$ cat config.mk
export PLATFORM = sky130hd
export DESIGN_NAME = fetch_controller
export DESIGN_NICKNAME = d
export VERILOG_FILES = /design/src/rtl/fetch_controller.sv
export SDC_FILE = /design/constraint.sdc
export NUM_CORES = 1
export LEC_CHECK = 0
export BUFFER_PORTS_ARGS = -buffer_cell sky130_fd_sc_hd__buf_2
export CELL_PAD_IN_SITES_DETAIL_PLACEMENT = 1
export CELL_PAD_IN_SITES_GLOBAL_PLACEMENT = 1
export CORE_MARGIN = 8
export CORE_UTILIZATION = 32
export CTS_CLUSTER_DIAMETER = 50
export CTS_CLUSTER_SIZE = 12
export DETAILED_ROUTE_END_ITERATION = 10
export PLACE_DENSITY_LB_ADDON = 0.1
export REMOVE_ABC_BUFFERS = 1
export SYNTH_ARGS = -nofsm -noshare
export SYNTH_HDL_FRONTEND = slang
export SYNTH_SLANG_ARGS = --single-unit
$ cat constraint.sdc
create_clock -name clk -period 8.51 [get_ports clk]
set_clock_uncertainty 0.2 [all_clocks]
set_input_delay 0.4255 -clock clk [delete_from_list [all_inputs] [get_ports clk]]
set_output_delay 0.4255 -clock clk [all_outputs]
set_load 0.05 [all_outputs]
$ cat src/rtl/fetch_controller.sv
// Fetch PC sequencer feeding a 2-entry skid FIFO toward decode.
// Optional bounds check enabled by defining FETCH_BOUNDS_CHECK_EN.
module fetch_controller #(
  parameter int ADDR_W    = 32,
  parameter logic [ADDR_W-1:0] RESET_PC = '0,
  parameter int PC_INC    = 1,
  parameter int MEM_WORDS = 6000
) (
  input  logic              clk,
  input  logic              reset,
  output logic [ADDR_W-1:0] imem_addr,
  input  logic [31:0]       imem_rdata,
  output logic              inst_valid,
  input  logic              inst_ready,
  output logic [31:0]       inst_data,
  output logic [ADDR_W-1:0] inst_pc,
  input  logic              redirect_valid,
  input  logic [ADDR_W-1:0] redirect_pc,
  input  logic              halt_req,
  output logic              halted,
  output logic              fault
);

  typedef enum logic [1:0] {
    RUN,
    HALT,
    FAULT
  } state_t;

  state_t            state;
  logic [ADDR_W-1:0] fetch_pc;
  logic [1:0]        cnt;
  logic [31:0]       d0, d1;
  logic [ADDR_W-1:0] p0, p1;
  logic              oob;
  logic              pop;
  logic              push;

`ifdef FETCH_BOUNDS_CHECK_EN
  localparam logic [ADDR_W-1:0] LIMIT = ADDR_W'(MEM_WORDS);
  assign oob   = (fetch_pc >= LIMIT);
  assign fault = (state == FAULT);
`else
  assign oob   = 1'b0;
  assign fault = 1'b0;
`endif

  assign imem_addr  = fetch_pc;
  assign inst_valid = (cnt != 2'd0);
  assign inst_data  = d0;
  assign inst_pc    = p0;
  assign halted     = (state == HALT);

  assign pop  = inst_valid & inst_ready;
  assign push = (state == RUN) & ~redirect_valid & ~halt_req
              & ~oob & (~cnt[1] | pop);

  always_ff @(posedge clk) begin
    if (reset) begin
      state    <= RUN;
      fetch_pc <= RESET_PC;
      cnt      <= 2'd0;
      d0       <= '0;
      d1       <= '0;
      p0       <= '0;
      p1       <= '0;
    end else if (redirect_valid) begin
      // Flush wins; any same-cycle pop is simply lost with the rest.
      cnt      <= 2'd0;
      fetch_pc <= redirect_pc;
      if (halt_req || state == HALT)
        state <= HALT;
      else
        state <= RUN;
    end else begin
      unique case (state)
        RUN: begin
          if (halt_req)
            state <= HALT;
          else if (oob)
            state <= FAULT;
        end
        HALT: begin
          if (!halt_req)
            state <= RUN;
        end
        FAULT: state <= FAULT;
        default: state <= RUN;
      endcase

      if (push)
        fetch_pc <= fetch_pc + ADDR_W'(PC_INC);

      if (pop && push) begin
        if (cnt == 2'd2) begin
          d0 <= d1;
          p0 <= p1;
          d1 <= imem_rdata;
          p1 <= fetch_pc;
        end else begin
          d0 <= imem_rdata;
          p0 <= fetch_pc;
        end
      end else if (pop) begin
        d0  <= d1;
        p0  <= p1;
        cnt <= cnt - 2'd1;
      end else if (push) begin
        if (cnt == 2'd0) begin
          d0 <= imem_rdata;
          p0 <= fetch_pc;
        end else begin
          d1 <= imem_rdata;
          p1 <= fetch_pc;
        end
        cnt <= cnt + 2'd1;
      end
    end
  end

endmodule
Yosys cells after proc, flatten, opt, wreduce, memory -nomap -nowiden

Index checks and enable logic that the tools add are counted.

Input bits: 69
RAM bits: 0
Memories: 0
Output and inout port bits: 99
ROM bits: 0
Bits in registers: 164
Logic and storage cells: 71
Bits in latches: 0

Reduce and logical (&&, ||, !) cells: 15
Order comparisons: 0
Div/mod/pow operators: 0
Multipliers: 0
Bitwise gates (word level): 9
Shifts and indexed selects: 0
Equality and inequality tests: 8
Add/subtract/negate cells: 3
Multiplexer cells: 29

Operators by type and width:

| operator                | number |
|---|---|
| $mux W32                | 22 |
| $add A32 B1 Y32 const B | 1 |
| $mux W2                 | 5 |
| $reduce_bool A2 Y1      | 4 |
| $ne A3 B3 Y1 const B    | 2 |
| $pmux W2 S3             | 1 |
| $reduce_bool A3 Y1      | 2 |
| $reduce_and A5 Y1       | 1 |
| $and A1 B1 Y1           | 4 |
| $eq A2 B2 Y1 const B    | 2 |
| $logic_not A2 Y1        | 2 |
| $ne A2 B1 Y1 const B    | 2 |
| $not A1 Y1              | 4 |
| $reduce_and A2 Y1       | 2 |
| $reduce_and A3 Y1       | 1 |
| $add A2 B1 Y2 const B   | 1 |
| $eq A2 B1 Y1 const B    | 1 |
| $ne A2 B2 Y1 const B    | 1 |
| $reduce_or A2 Y1        | 1 |
| $sub A2 B1 Y2 const B   | 1 |
| $logic_and A1 B1 Y1     | 1 |
| $logic_or A1 B1 Y1      | 1 |
| $mux W1                 | 1 |
| $or A1 B1 Y1            | 1 |

Depth between registers and ports, before layout

Word-level depth: 7
Mapped depth: 12
Mapped depth without buffers: 9

Worst setup path before layout

OpenSTA, ideal clock, no wires.

Path kind: input to register
Start: in inst_ready
End: reg d1[0]
Data required time: 8178 ps
Buffers on the path: 3
Data arrival time: 2700 ps
Library setup time: 132 ps
Path slack: 5478 ps
Stages on the path: 12
Path through: o21ai_0 ha_1 nor4_4 clkbuf_1 and2_1 inv_1 ha_1 or4_1 buf_2 buf_2 nand2_1 a21oi_1

Word-level cells in the longest chain between the ends: 6
Elaborated cells between the ends (all ways): 10
Classes of those cells: eq/ne (3); mux (1); bitwise (3); reduce/logical (3)

Ends and longest elaborated chain:

| what                                                        | RTL line | RTL |
|---|---|---|
| from (decl)                                                 | 14       | `input logic inst_ready,` |
| $and A1 B1 Y1 *                                             | 54       | `assign pop = inst_valid & inst_ready;` |
| $or A1 B1 Y1                                                | 56       | `& ~oob & (~cnt[1] \| pop);` |
| $and A1 B1 Y1                                               | 56       |  |
| $logic_and A1 B1 Y1                                         | 94       | `if (pop && push) begin` |
| $ne A2 B1 Y1 (no source line), or another cell as far along | n/a      |  |
| $reduce_and A5 Y1 (no source line)                          | n/a      |  |
| to (signal assigned)                                        | 98       | `d1 <= imem_rdata;` |
| to (signal assigned)                                        | 113      | `d1 <= imem_rdata;` |
| to (decl)                                                   | 33       | `logic [31:0] d0, d1;` |

Every way passes the cells marked *; elsewhere a longest branch is shown, timed or not.
A chain may end at the register's enable or synchronous reset.

Final worst setup path

Start: reg cnt[0]
End: reg d0[23] (netlist: inst_data[23])

Word-level cells in the longest chain between the ends: 7
Elaborated cells between the ends (all ways): 13
Classes of those cells: eq/ne (1); mux (3); bitwise (3); reduce/logical (6)

Ends and longest elaborated chain:

| what                                | RTL line | RTL |
|---|---|---|
| from (decl)                         | 32       | `logic [1:0] cnt;` |
| from (signal assigned)              | 107      | `cnt <= cnt - 2'd1;` |
| from (signal assigned)              | 116      | `cnt <= cnt + 2'd1;` |
| $reduce_bool A2 Y1                  | 49       | `assign inst_valid = (cnt != 2'd0);` |
| $and A1 B1 Y1                       | 54       |  |
| $or A1 B1 Y1                        | 56       |  |
| $and A1 B1 Y1                       | 56       |  |
| $logic_and A1 B1 Y1                 | 94       |  |
| $reduce_bool A3 Y1 (no source line) | n/a      |  |
| $reduce_and A3 Y1 (no source line)  | n/a      |  |
| to (signal assigned)                | 101      | `d0 <= imem_rdata;` |
| to (signal assigned)                | 110      | `d0 <= imem_rdata;` |
| to (decl)                           | 33       |  |

Several ways; a longest one is shown, not always the timed one.

==> flow_metrics.py <==
metrics = {
    "run_status": {
        "status": "finished clean",
    },
    "yosys": {
        "yosys.area.top_type": "dfxtp_1",
        "synth_top_family_by_area": "simple AND/OR/NAND/NOR gates",
        "synthesis.area_sq_mm": 0.00705,
        "synth_xor_area_frac": 0.0385,
        "ys_warn_count": 0,
        "synth-edff-count": 0,
        "synth_commonest_cells": "164 x dfxtp_1, 146 x nand2_1, 94 x nor2_1",
        "synth_compound_area_frac": 0.152,
        "synth-simple-area-share": 0.184,
        "synth-async-reset-ratio": 0,
        "ys_ff_latch": 164,
        "yosys.area_share.adder": 0.00710,
        "synth.avg_cell_area_sq_um": 8.66,
        "ys_types": 38,
        "synth.most_common_cell": "dfxtp_1",
        "synth_top_area_share": 0.466,
        "synthMuxAreaShare": 0.0994,
        "ys_seq_area_frac": 0.466,
        "ys.flop_type": "dfxtp_1",
        "ys_top_cells_by_area": "dfxtp_1 47%, mux2i_1 9.9%, a211oi_1 8.4%",
        "syn_inst": 814,
    },
    "sta": {
        "fmax_ghz": 0.238,
        "rsz0062_at_grt": "no",
        "tightest_slew_ns": 0.970,
        "hold_viol": 0,
        "setup_viol": 0,
        "drv_slew": 0,
        "post-route-min-period_ns": 4.20,
        "post-route-period-util": 0.493,
        "fin_tns_setup_ns": 0,
        "slew_headroom": 0.353,
        "finalHoldWorstSlack_ns": 0.0393,
    },
    "placed_design": {
        "io_buffers": 166,
        "place.gp.congestion": 0.710,
        "placed_cells": 1201,
        "hpwl_um": 13500,
    },
    "routing": {
        "wl_um": 20500,
        "vias_per_cell": 4.86,
        "ant_nets": 0,
        "wire_per_inst_um": 16.6,
        "dr.pass1.iters": 6,
        "vias": 5983,
        "drc_errors": 0,
        "drt_iter0_markers": 267,
    },
    "final_layout": {
        "nFillCells": 2633,
        "ff_latch_area_sq_mm": 0.00328,
        "final_nets": 1013,
        "area_growth_pct": 21.6,
        "drive_gt1_frac": 0.223,
        "multiInputGateArea_sq_mm": 0.00341,
        "final_cells": 1232,
        "antenna_cells": 0,
    },
    "grt": {
        "grt_antenna_before_repair": 0,
        "overflow": 0,
        "grt_max_degree": 97,
        "grt_pass1_wl_um": 32600,
        "grt_pass1_vias": 6044,
        "track_usage": 0.151,
    },
    "worst_setup_path": {
        "slowest_stage": "buf_4",
        "crit_type": "reg2reg",
        "arrival_ns": 4.32,
        "critPathMaxFanout": 49,
        "cp.required_ns": 8.63,
        "worst_setup_path_start_kind": "register",
        "crit_path_end_kind": "register",
        "crit_chain": "o21ai_0 > ha_1 > nor4_4 > and2_1 > ha_1 > nor2_1 > nor2_4 > buf_4 > mux2i_1 > a211oi_1",
        "cpPeakStageDelay_ns": 0.83,
        "crit_top_cell": "ha_1",
    },
    "floorplan": {
        "initial_core_util": 0.324,
        "ios": 168,
        "dieWidth_um": 164,
        "fp-row-count": 54,
        "core_area_sq_mm": 0.0218,
        "dieHeight_um": 164,
        "die-area_sq_mm": 0.0270,
    },
    "clock_tree": {
        "post-cts-setup-buffer-count": 0,
        "ctsResizeCount": 0,
        "clk_pin_slew_ns": 0.07,
        "cts.sinks": 164,
        "cts-buffers-inserted": 17,
        "cts-root-buf": "clkbuf_16",
        "clockBufferDepth": 2,
        "clk_latency_ns": 0.42,
        "ctsHtreeMaxLevel": 4,
        "cts_tree": "built",
        "ctsHoldBuffers": 0,
    },
    "pwr": {
        "power_density_mw_per_mm2": 224,
        "p_leak_nw": 3.15,
        "ir_worst_vdd_uv": 120,
    },
    "hold_path": {
        "hp-class": "in2reg",
    },
    "flow_run": {
        "max-cap-violations": 0,
    },
}
final timing paths:
path	startpoint	endpoint	slack (ns)	depth (start not counted)
setup / recovery	cnt[0]	inst_data[23]	4.31	10
hold / removal	redirect_pc[0]	imem_addr[0]	0.04	3
setup reg to reg	cnt[0]	inst_data[23]	4.31	10
hold reg to reg	p1[10]	p1[10]	0.25	2
layout by cell type (no fill, tap or decap), types with 2 or more instances in the layout:
cell type  count
buf_2        165
dfxtp_1      164
nand2_1      146
nor2_1        94
a211oi_1      79
a21oi_1       77
mux2i_1       70
xnor2_1       31
clkbuf_16     17
nor3_1        14
inv_1         11
nand4_1        8
nand3_1        8
o21bai_1       6
nor4_1         6
buf_4          6
and4_1         5
and2_1         4
ha_1           4
clkinv_2       3
bufinv_16      3
o21ai_0        2
nor4_4         2
or3_1          2
and3_1         2
clkinv_4       2
clkbuf_8       2
critical path, delay by kind of cell, from the launching register on:
kind | cells | cell delay (ns)
DFF | 1 | 0.43
and+or+nand+nor | 4 | 1.44
AOI/OAI and AO/OA | 2 | 0.50
muxes | 1 | 0.17
buffers and inverters | 1 | 0.83
adders and majority gates | 2 | 0.48
power by group:
| part | internal (mW) | leakage (nW) | switching, mW |
|---|---|---|---|
| clock network | 0.479 | 0.298 | 0.322 |
| logic | 0.0789 | 1.51 | 0.209 |
| registers | 0.802 | 1.34 | 0.0315 |
metal layers:
metal	track usage	part of all wire	up-vias
met3	0.0339	0.051	15
met4	0.0405	0.0091	0
met2	0.247	0.46	113
met1	0.197	0.48	2791
met5	0	0	-
li1	-	-	3064
flip-flops by register name, indices dropped and copies added (netlist names):
signal     flops
cnt            2
d1            32
imem_addr     32
inst_data     32
inst_pc       32
p1            32
state          2
area by class of cell:
cell class	instances	share of cell area
multi-input combinational	573	0.397
tap	280	0.0409
clock buffer	20	0.0533
clock inverter	11	0.0175
inverter	12	0.00525
sequential	164	0.383
timing repair buffer	172	0.103
kinds of logic after synthesis:
| kind of cell | after synthesis |
|---|---|
| buffers and inverters | 77 |
| AO/OA/AOI/OAI | 169 |
| adder cells (fa/ha/maj) | 4 |
| XOR/XNOR | 31 |
| flip-flops | 164 |
| multiplexers | 70 |
| AND/OR/NAND/NOR | 298 |
| other | 1 |
metrics by stage:
step	instance area (sq um)	utilization	power (mW)	setup slack (ns)
after floorplan	6720	-	1.05	1.82
after global placement	7970	0.366	1.14	4.29
after detailed placement	7970	0.366	1.15	4.17
after CTS	8580	0.394	1.96	4.25
after global routing	8580	0.394	2.01	3.93
final	8580	0.394	1.92	4.31
Note: power is estimated with default switching activity, not from simulation.
